[src/rtl/bounded_counter_pkg.sv]
// Shared types and defaults for the bounded up/down counter.
// Boundary modes, FSM states and the reserved-mode decode live here.
package bounded_counter_pkg;

   localparam int DEF_WIDTH  = 8;
   localparam int DEF_STEP_W = 4;

   typedef enum logic [1:0] {
      MODE_WRAP    = 2'd0,
      MODE_SAT     = 2'd1,
      MODE_ONESHOT = 2'd2,
      MODE_RSVD    = 2'd3
   } mode_e;

   typedef enum logic {
      ST_RUN  = 1'b0,
      ST_DONE = 1'b1
   } state_e;

   // The reserved encoding saturates so an unprogrammed mode can never run away.
   function automatic mode_e decode_mode(input logic [1:0] m);
      return (m == 2'd3) ? MODE_SAT : mode_e'(m);
   endfunction

endpackage

[src/rtl/bounded_counter_next.sv]
// Next-value and bound-crossing calculation for bounded_counter.
// Purely combinational (0 cycles); no flow control, result consumed by the caller's register.
module bounded_counter_next
   import bounded_counter_pkg::*;
#(
   parameter int WIDTH  = DEF_WIDTH,
   parameter int STEP_W = DEF_STEP_W
) (
   input  logic [WIDTH-1:0]  count,
   input  logic [STEP_W-1:0] step,
   input  logic              up_down,
   input  logic [1:0]        mode,
   input  logic [WIDTH-1:0]  lo_bound,
   input  logic [WIDTH-1:0]  hi_bound,
   output logic [WIDTH-1:0]  next_val,
   output logic              up_cross,
   output logic              dn_cross,
   output logic              to_done
);

   logic [WIDTH:0] step_ext;
   logic [WIDTH:0] cur;
   logic [WIDTH:0] cand;
   mode_e          m;

   always_comb begin
      step_ext = (WIDTH+1)'(step);
      cur      = {1'b0, count};
      m        = decode_mode(mode);
      cand     = up_down ? (cur + step_ext) : (cur - step_ext);
      next_val = cand[WIDTH-1:0];
      up_cross = 1'b0;
      dn_cross = 1'b0;
      to_done  = 1'b0;

      // A zero step is a hold, even when the count sits outside freshly changed bounds.
      if (step != '0) begin
         if (up_down)
            up_cross = (cand > {1'b0, hi_bound});
         else
            dn_cross = cand[WIDTH] || (cand[WIDTH-1:0] < lo_bound);
      end

      if (up_cross) begin
         case (m)
            MODE_WRAP:    next_val = lo_bound;
            MODE_ONESHOT: begin
               next_val = hi_bound;
               to_done  = 1'b1;
            end
            default:      next_val = hi_bound;
         endcase
      end else if (dn_cross) begin
         case (m)
            MODE_WRAP:    next_val = hi_bound;
            MODE_ONESHOT: begin
               next_val = lo_bound;
               to_done  = 1'b1;
            end
            default:      next_val = lo_bound;
         endcase
      end
   end

endmodule

[src/rtl/bounded_counter.sv]
// Bounded up/down counter with wrap/saturate/one-shot boundary handling and status flags.
// Count, ovf/unf and done update 1 cycle after the edge; no backpressure, ce gates counting.
module bounded_counter
   import bounded_counter_pkg::*;
#(
   parameter int WIDTH  = DEF_WIDTH,
   parameter int STEP_W = DEF_STEP_W
) (
   input  logic              clk,
   input  logic              rst,
   input  logic              ce,
   input  logic              load_n,
   input  logic              up_down,
   input  logic [1:0]        mode,
   input  logic [STEP_W-1:0] step,
   input  logic [WIDTH-1:0]  lo_bound,
   input  logic [WIDTH-1:0]  hi_bound,
   input  logic [WIDTH-1:0]  data_load,
   output logic [WIDTH-1:0]  count_out,
   output logic              max_count,
   output logic              zero,
   output logic              at_min,
   output logic              ovf,
   output logic              unf,
   output logic              done,
   output logic              cfg_err
);

   state_e           state_q, state_d;
   logic [WIDTH-1:0] count_d;
   logic             ovf_d, unf_d;
   logic [WIDTH-1:0] load_val;
   logic [WIDTH-1:0] nxt_val;
   logic             nxt_up, nxt_dn, nxt_done;

   bounded_counter_next #(
      .WIDTH  (WIDTH),
      .STEP_W (STEP_W)
   ) u_next (
      .count    (count_out),
      .step     (step),
      .up_down  (up_down),
      .mode     (mode),
      .lo_bound (lo_bound),
      .hi_bound (hi_bound),
      .next_val (nxt_val),
      .up_cross (nxt_up),
      .dn_cross (nxt_dn),
      .to_done  (nxt_done)
   );

   always_comb begin
      cfg_err   = (lo_bound > hi_bound);
      max_count = (count_out == hi_bound);
      zero      = (count_out == '0);
      at_min    = (count_out == lo_bound);
      done      = (state_q == ST_DONE);

      if (data_load < lo_bound)
         load_val = lo_bound;
      else if (data_load > hi_bound)
         load_val = hi_bound;
      else
         load_val = data_load;
   end

   always_comb begin
      state_d = state_q;
      count_d = count_out;
      ovf_d   = 1'b0;
      unf_d   = 1'b0;

      if (!load_n) begin
         count_d = load_val;
         state_d = ST_RUN;
      end else if (!cfg_err && ce && state_q == ST_RUN) begin
         count_d = nxt_val;
         ovf_d   = nxt_up;
         unf_d   = nxt_dn;
         if (nxt_done)
            state_d = ST_DONE;
      end
   end

   always_ff @(posedge clk) begin
      if (rst) begin
         state_q   <= ST_RUN;
         count_out <= '0;
         ovf       <= 1'b0;
         unf       <= 1'b0;
      end else begin
         state_q   <= state_d;
         count_out <= count_d;
         ovf       <= ovf_d;
         unf       <= unf_d;
      end
   end

   a_load_in_bounds: assert property (@(posedge clk) disable iff (rst)
      (!load_n && !cfg_err) |=> (count_out >= $past(lo_bound) && count_out <= $past(hi_bound)));

   a_ovf_unf_excl: assert property (@(posedge clk) disable iff (rst)
      !(ovf && unf));

   a_done_stable: assert property (@(posedge clk) disable iff (rst)
      (done && load_n) |=> $stable(count_out));

endmodule

[config.mk]
export PLATFORM = sky130hd
export DESIGN_NAME = bounded_counter
export DESIGN_NICKNAME = d
export VERILOG_FILES = /design/src/rtl/bounded_counter_pkg.sv /design/src/rtl/bounded_counter_next.sv /design/src/rtl/bounded_counter.sv
export SDC_FILE = /design/constraint.sdc
export NUM_CORES = 1
export LEC_CHECK = 0
export ABC_CLOCK_PERIOD_IN_PS = 7460
export BUFFER_PORTS_ARGS = -buffer_cell sky130_fd_sc_hd__buf_2
export CORE_MARGIN = 1.5
export CORE_UTILIZATION = 31
export CTS_CLUSTER_DIAMETER = 30
export DETAILED_ROUTE_END_ITERATION = 12
export PLACE_DENSITY = 0.51
export SYNTH_ARGS = -nofsm -noshare
export SYNTH_HDL_FRONTEND = slang
export SYNTH_SLANG_ARGS = --single-unit
[constraint.sdc]
create_clock -name clk -period 7.46 [get_ports clk]
set_input_delay 0.373 -clock clk [delete_from_list [all_inputs] [get_ports clk]]
set_output_delay 0.373 -clock clk [all_outputs]
set_load 0.005 [all_outputs]
Word-level counts from Yosys, hierarchy flattened
Index checks and enable logic that the tools add are counted.

cells by class
  add/subtract/negate cells = 2
  order comparisons = 5
  equal/unequal tests = 5
  muxes and demuxes = 17
  bitwise gates (word level) = 3
  reduce and logical (&&, ||, !) cells = 10

operators by type and width
  operator            count
  $mux 8              8
  $eq 8x8->1          2
  $gt 8x8->1          2
  $lt 8x8->1          2
  $add 8x4->9         1
  $gt 9x8->1          1
  $mux 9              1
  $sub 8x4->9         1
  $logic_not 8->1     1
  $mux 1              7
  $eq 2x2->1 const B  2
  $reduce_bool 4->1   1
  $not 1->1           3
  $reduce_or 3->1     1
  $logic_and 1x1->1   2
  $logic_not 2->1     1
  $mux 2              1
  $ne 2x1->1 const B  1
  $reduce_and 2->1    1
  $reduce_or 2->1     1
  $logic_not 1->1     1
  $logic_or 1x1->1    1

word-level totals
  register bits after elaboration = 11
  bits of input ports = 35
  output and inout port bits = 15
  word-level logic and storage cells = 46

Longest topological paths before layout
  depth after elaboration = 10
  mapped depth = 18
  depth with buffers taken out = 18

Cells and area by module
Synthesis repeated with hierarchy kept, for this count alone.

unflattened totals
  cells, all modules = 303
  area total of the unflattened synthesis = 2433.6 µm²

modules (own cells, without submodules)
  module                instances  cells each  area each (µm²)  sequential area each (µm²)
  bounded_counter       1          164         1386.3           220.2
  bounded_counter_next  1          139         1047.3           0.0

Worst setup path before layout
Ideal clock, no wire load.

  path kind = input port to flip-flop
  from = input step[1]
  to = register count_out[6]
  library setup time = 0.120 ns
  data arrival time = 4.011 ns
  required time = 7.340 ns
  slack = 3.330 ns
  stages on the path = 17
  buffers on the path = 0
  cells stage by stage = nor3_1 > ha_1 > mux2_2 > ha_1 > a21oi_1 > o21ai_0 > a21o_2 > a21oi_1 > xnor2_1 > ha_1 > nand2_1 > or3_1 > o211ai_1 > a211oi_1 > or2_2 > a32o_1 > a211o_1

between the ends
  cells in the longest elaborated chain, start to end = 10
  elaborated cells between the ends (all ways) = 15
  those cells by class = 2 x add/sub; 2 x order compare; 9 x mux; 2 x reduce/logical

RTL lines
  what                                        line                        text
  from (decl)                                 bounded_counter.sv:15       input logic [STEP_W-1:0] step,
  $sub 8x4->9 or $add 8x4->9 (tied branches)  bounded_counter_next.sv:30  cand = up_down ? (cur + step_ext) : (cur - step_ext);
  $mux 9                                      bounded_counter_next.sv:30
  $lt 8x8->1                                  bounded_counter_next.sv:41  dn_cross = cand[WIDTH] || (cand[WIDTH-1:0] < lo_bound);
  $logic_or 1x1->1                            bounded_counter_next.sv:41
  $mux 1                                      bounded_counter_next.sv:38  if (up_down)
  $mux 1                                      bounded_counter_next.sv:37  if (step != '0) begin
  $mux 8                                      bounded_counter_next.sv:53  end else if (dn_cross) begin
  $mux 8 (*)                                  bounded_counter_next.sv:44  if (up_cross) begin
  $mux 8 (*)                                  bounded_counter.sv:76       end else if (!cfg_err && ce && state_q == ST_RUN) begin
  $mux 8 (*)                                  bounded_counter.sv:73       if (!load_n) begin
  to (signal assigned)                        bounded_counter.sv:93       count_out <= count_d;
  to (decl)                                   bounded_counter.sv:19       output logic [WIDTH-1:0] count_out,

Every way passes the cells marked *; elsewhere a longest branch is shown, timed or not. The select of a mux whose other input is x is not followed.
A chain may end at the register's enable or synchronous reset.

Worst setup path in the final report
Ends and elaborated chain as after synthesis.

==> impl_summary.md <==
Detailed routing
The total detailed-routing wirelength is approximately 8.0 mm. The routed metal-1 wirelength is 3.70 mm. Detailed routing placed a total of 3.69 mm of wire on met2. The top routing layer in use is met4. The iteration count of the initial detailed-routing pass is 4. The DRC violations left is 0. The average via count per standard cell is between 5 and 6. Summed over all nets, wire length on met3 after detailed routing comes to roughly 380 um.

Once detail routing completed, the nets flagged for antenna violations numbered 0. For this block, the via count after detailed routing is approximately 2.5k. The iteration-0 DRC count of the detailed router is between 150 and 200.

After detailed routing, the average wire length per cell comes to roughly 18 um.

Power
The final total power is around 430 uW. The worst supply voltage drop on vdd is about 0.000061 V. In this run the power density over the cells is ~150 nW/um^2. In this run the static leakage power is about 1.3 nW.

Timing
The time the worst path needs with I/O delays and setup is ~4.3 ns. The share of the clock period used by the worst path is between 50% and 60%. The highest achievable clock rate is approximately 230 MHz.

The setup-violating endpoint count in the final report is 0. For the pin with the worst max-slew slack, the measured transition is slightly below 0.7 ns. Setup repair after global routing left no endpoint under its margin. The final-report max-slew violation count is 0.

The aggregate negative setup slack is 0 ns. The worst pin sits at a relative slew slack of a little over half. The number of endpoints with negative hold slack in the final report is 0.

The clock skew after layout is 0.00231 ns. Setup slack closes at between 3 and 4 ns.

Synth
The number of storage elements in the synthesis netlist is 11. The average cell area after synthesis is around 8.0 um^2. Counting flops with an async set or reset pin after synthesis yields a share of 0%.

After synthesis the cells add up to 2380 um^2. The sequential element share of the synthesized area is 9.23%. The number of distinct library cells after synthesis is 53. The count of yosys warnings during synthesis is 0.

The dominant synthesized flop cell is sky130_fd_sc_hd__dfxtp_1. The number of enable flip-flop cells after synthesis is 0. After technology mapping, the gate count stands at about 300. The total nets after synthesis is approximately 380.

GRT
The initial antenna violation count came to 0. Entering global routing, the biggest net connects 17 pins. The number of global-route vias before repair was 2355. For this run the aggregate overflow at the end of global routing stands at 0. The wire length of the first global-routing pass is 12.7 mm. The global-route total usage across every layer is between 15 and 20%.

Placement
The post-placement cell count is 442. The HPWL reported at the end of detailed placement is 6.78 mm. Routability-driven placement finished with a final weighted congestion of roughly 0.88. The worst slack after detailed placement is ~2.9 ns. The count of buffers inserted at the top-level ports is 49.

Clock tree
The CTS tree is built. In this run the post-CTS setup repair buffer count came out at 0. Counting every sink on the clock net gives 11. The clock edge transition at the registers on the reported setup and hold paths is around 0.05 ns. At the later pin of the worst-skew pair, clock insertion delay measures about 0.23 ns. The H-tree depth is 1. The clock buffer count from CTS is 3. In this run, post-CTS hold repair placed 0 buffers. CTS placed an instance of sky130_fd_sc_hd__clkbuf_8 at the clock tree root. The quantity of gates resized following cts is 0. The number of buffers between clock root and the deepest sink is 2.

Cells and area
The number of inserted filler cells in the final layout is between 700 and 800. Of the cells placed in the final design, the portion with a size suffix greater than 1 is between 20% and 30%. The layout net count is 433. In the layout the commonest cells are sky130_fd_sc_hd__ha_1, sky130_fd_sc_hd__buf_2, sky130_fd_sc_hd__inv_1, sky130_fd_sc_hd__nor2_1.

The number of antenna diodes in the final layout is 0. After the flow finishes, the layout carries non-filler instances totaling about 450. From synthesis to final layout, the design area changed by 16.9%.

Critical path
The kind of cell with the highest combined delay along the critical path is compound AO/OA/AOI/OAI gates. For the worst flop-to-flop path, the logic depth is 15. The endpoint class of the critical path is a flop.

At the worst endpoint, the required time is approximately 7.6 ns. The critical path runs through a total of 18 cells. The register-to-register path setup slack is approximately 3.5 ns. The worst setup path endpoint is count_out[6]$_SDFFE_PP0P_.

STA classifies the critical path startpoint as an input pin. The buffers plus inverters on the worst setup path is 1. Along the worst path, the maximum fanout reaches 4.

The most numerous cell type found on the critical path is sky130_fd_sc_hd__ha_1. The critical path is of the in2reg type. The critical path starts at step[1]. The standard cell with the maximum stage delay on the critical path is sky130_fd_sc_hd__or2_2. In this design, the stage delay of the slowest critical-path cell is approximately 0.38 ns.

The worst path arrival time is between 4 and 5 ns. In this run the critical register-to-register path is launched from count_out[0]$_SDFFE_PP0P_. The endpoint identified for the worst register-to-register timing path is count_out[6]$_SDFFE_PP0P_.

Traced cell by cell, the critical path runs through buf_2 -> nor3_1 -> ha_1 -> mux2_2 -> ha_1 -> a21oi_1 -> o21ai_0 -> a21o_2 -> a21oi_1 -> xnor2_1 -> ha_1 -> nand2_1 -> or3_1 -> o211ai_1 -> a211oi_1 -> or2_2 -> a32o_1 -> a211o_1.

Die
The number of placed I/O pins is 50. The initial utilization of the core area, before any placement, comes to roughly a third. The die is approximately 91 um wide. The area of the die is 8230 um^2. The region available for standard cell placement spans approximately 7300 um^2. In this run the vertical extent of the chip is around 91 um. The number of rows in the core area is 31.

Run
The tool flagged a number of max-cap violations equal to 0.

Worst hold path
The path class of the tightest hold or removal check is in2reg.

Status
The flow ran to the end, and the final reports show no timing, DRC or antenna violations.
## how the worst min path moves through the flow
stage	from	end	slack (ns)	cells after the start
6_report	rst	done$_SDFFE_PP0P_	0.35	2
5_1_grt	rst	done$_SDFFE_PP0P_	0.35	2
4_1_cts	rst	done$_SDFFE_PP0P_	0.34	2
3_5_place_dp	done$_SDFFE_PP0P_	done$_SDFFE_PP0P_	0.58	2
3_3_place_gp	done$_SDFFE_PP0P_	done$_SDFFE_PP0P_	0.58	2
2_1_floorplan	rst	done$_SDFFE_PP0P_	0.45	1
## routing by layer
layer  GRT usage, %  up-vias
met5              0        -
met4           6.08        0
met3           1.60       15
met2           32.6       73
met1           26.4     1132
li1               -     1233
## report_power, final
| part | switching (mW) | internal [mW] | total (mW) |
|---|---|---|---|
| Sequential | 0.0143 | 0.0649 | 0.0792 |
| Combinational | 0.168 | 0.120 | 0.289 |
| Clock | 0.0222 | 0.0367 | 0.0588 |
| Total | 0.205 | 0.222 | 0.427 |
## cells by family after synthesis
group / Yosys count / share of synthesized area, %
flip-flops: 11 / 9.23
adder cells (fa/ha/maj): 50 / 26.5
AND/OR/NAND/NOR: 71 / 15.4
AO/OA/AOI/OAI: 97 / 29.7
multiplexers: 11 / 5.51
XOR/XNOR: 22 / 8.08
buffers and inverters: 35 / 5.51
## through the flow
stage	util, %	hold slack, ns	area (um^2)
2_1_floorplan	-	0.450	2380
3_3_place_gp	37.4	0.581	2740
3_5_place_dp	37.4	0.584	2740
4_1_cts	38.0	0.344	2790
5_1_grt	38.0	0.352	2790
6_report	38.0	0.353	2790
## state kept, by name, summed over array words and instances, names as in the netlist
name,cells
count_out,8
ovf,1
unf,1
done,1
## cells in the mapped netlist, drive strengths merged (6+ instances only)
library cell   n  area share, %
o21ai         15            3.1
inv           32            5.0
mux2           7            3.3
a21o           8            2.6
dfxtp         11            9.2
ha            49             26
nor2          23            3.6
xnor2         21            7.7
nand4         10            2.6
nand2         11            1.7
a211oi         6            1.9
a21oi         22            4.8
## area by class of cell
type	instances	area, um^2	share of cell area (%)
Timing Repair Buffer	49	245	8.79
Multi-Input combinational cell	251	2030	72.9
Inverter	32	120	4.31
Tap cell	99	124	4.44
Clock inverter	1	5.00	0.179
Clock buffer	3	41.3	1.48
Sequential cell	11	220	7.90
Power figures use the tool's default switching activity.
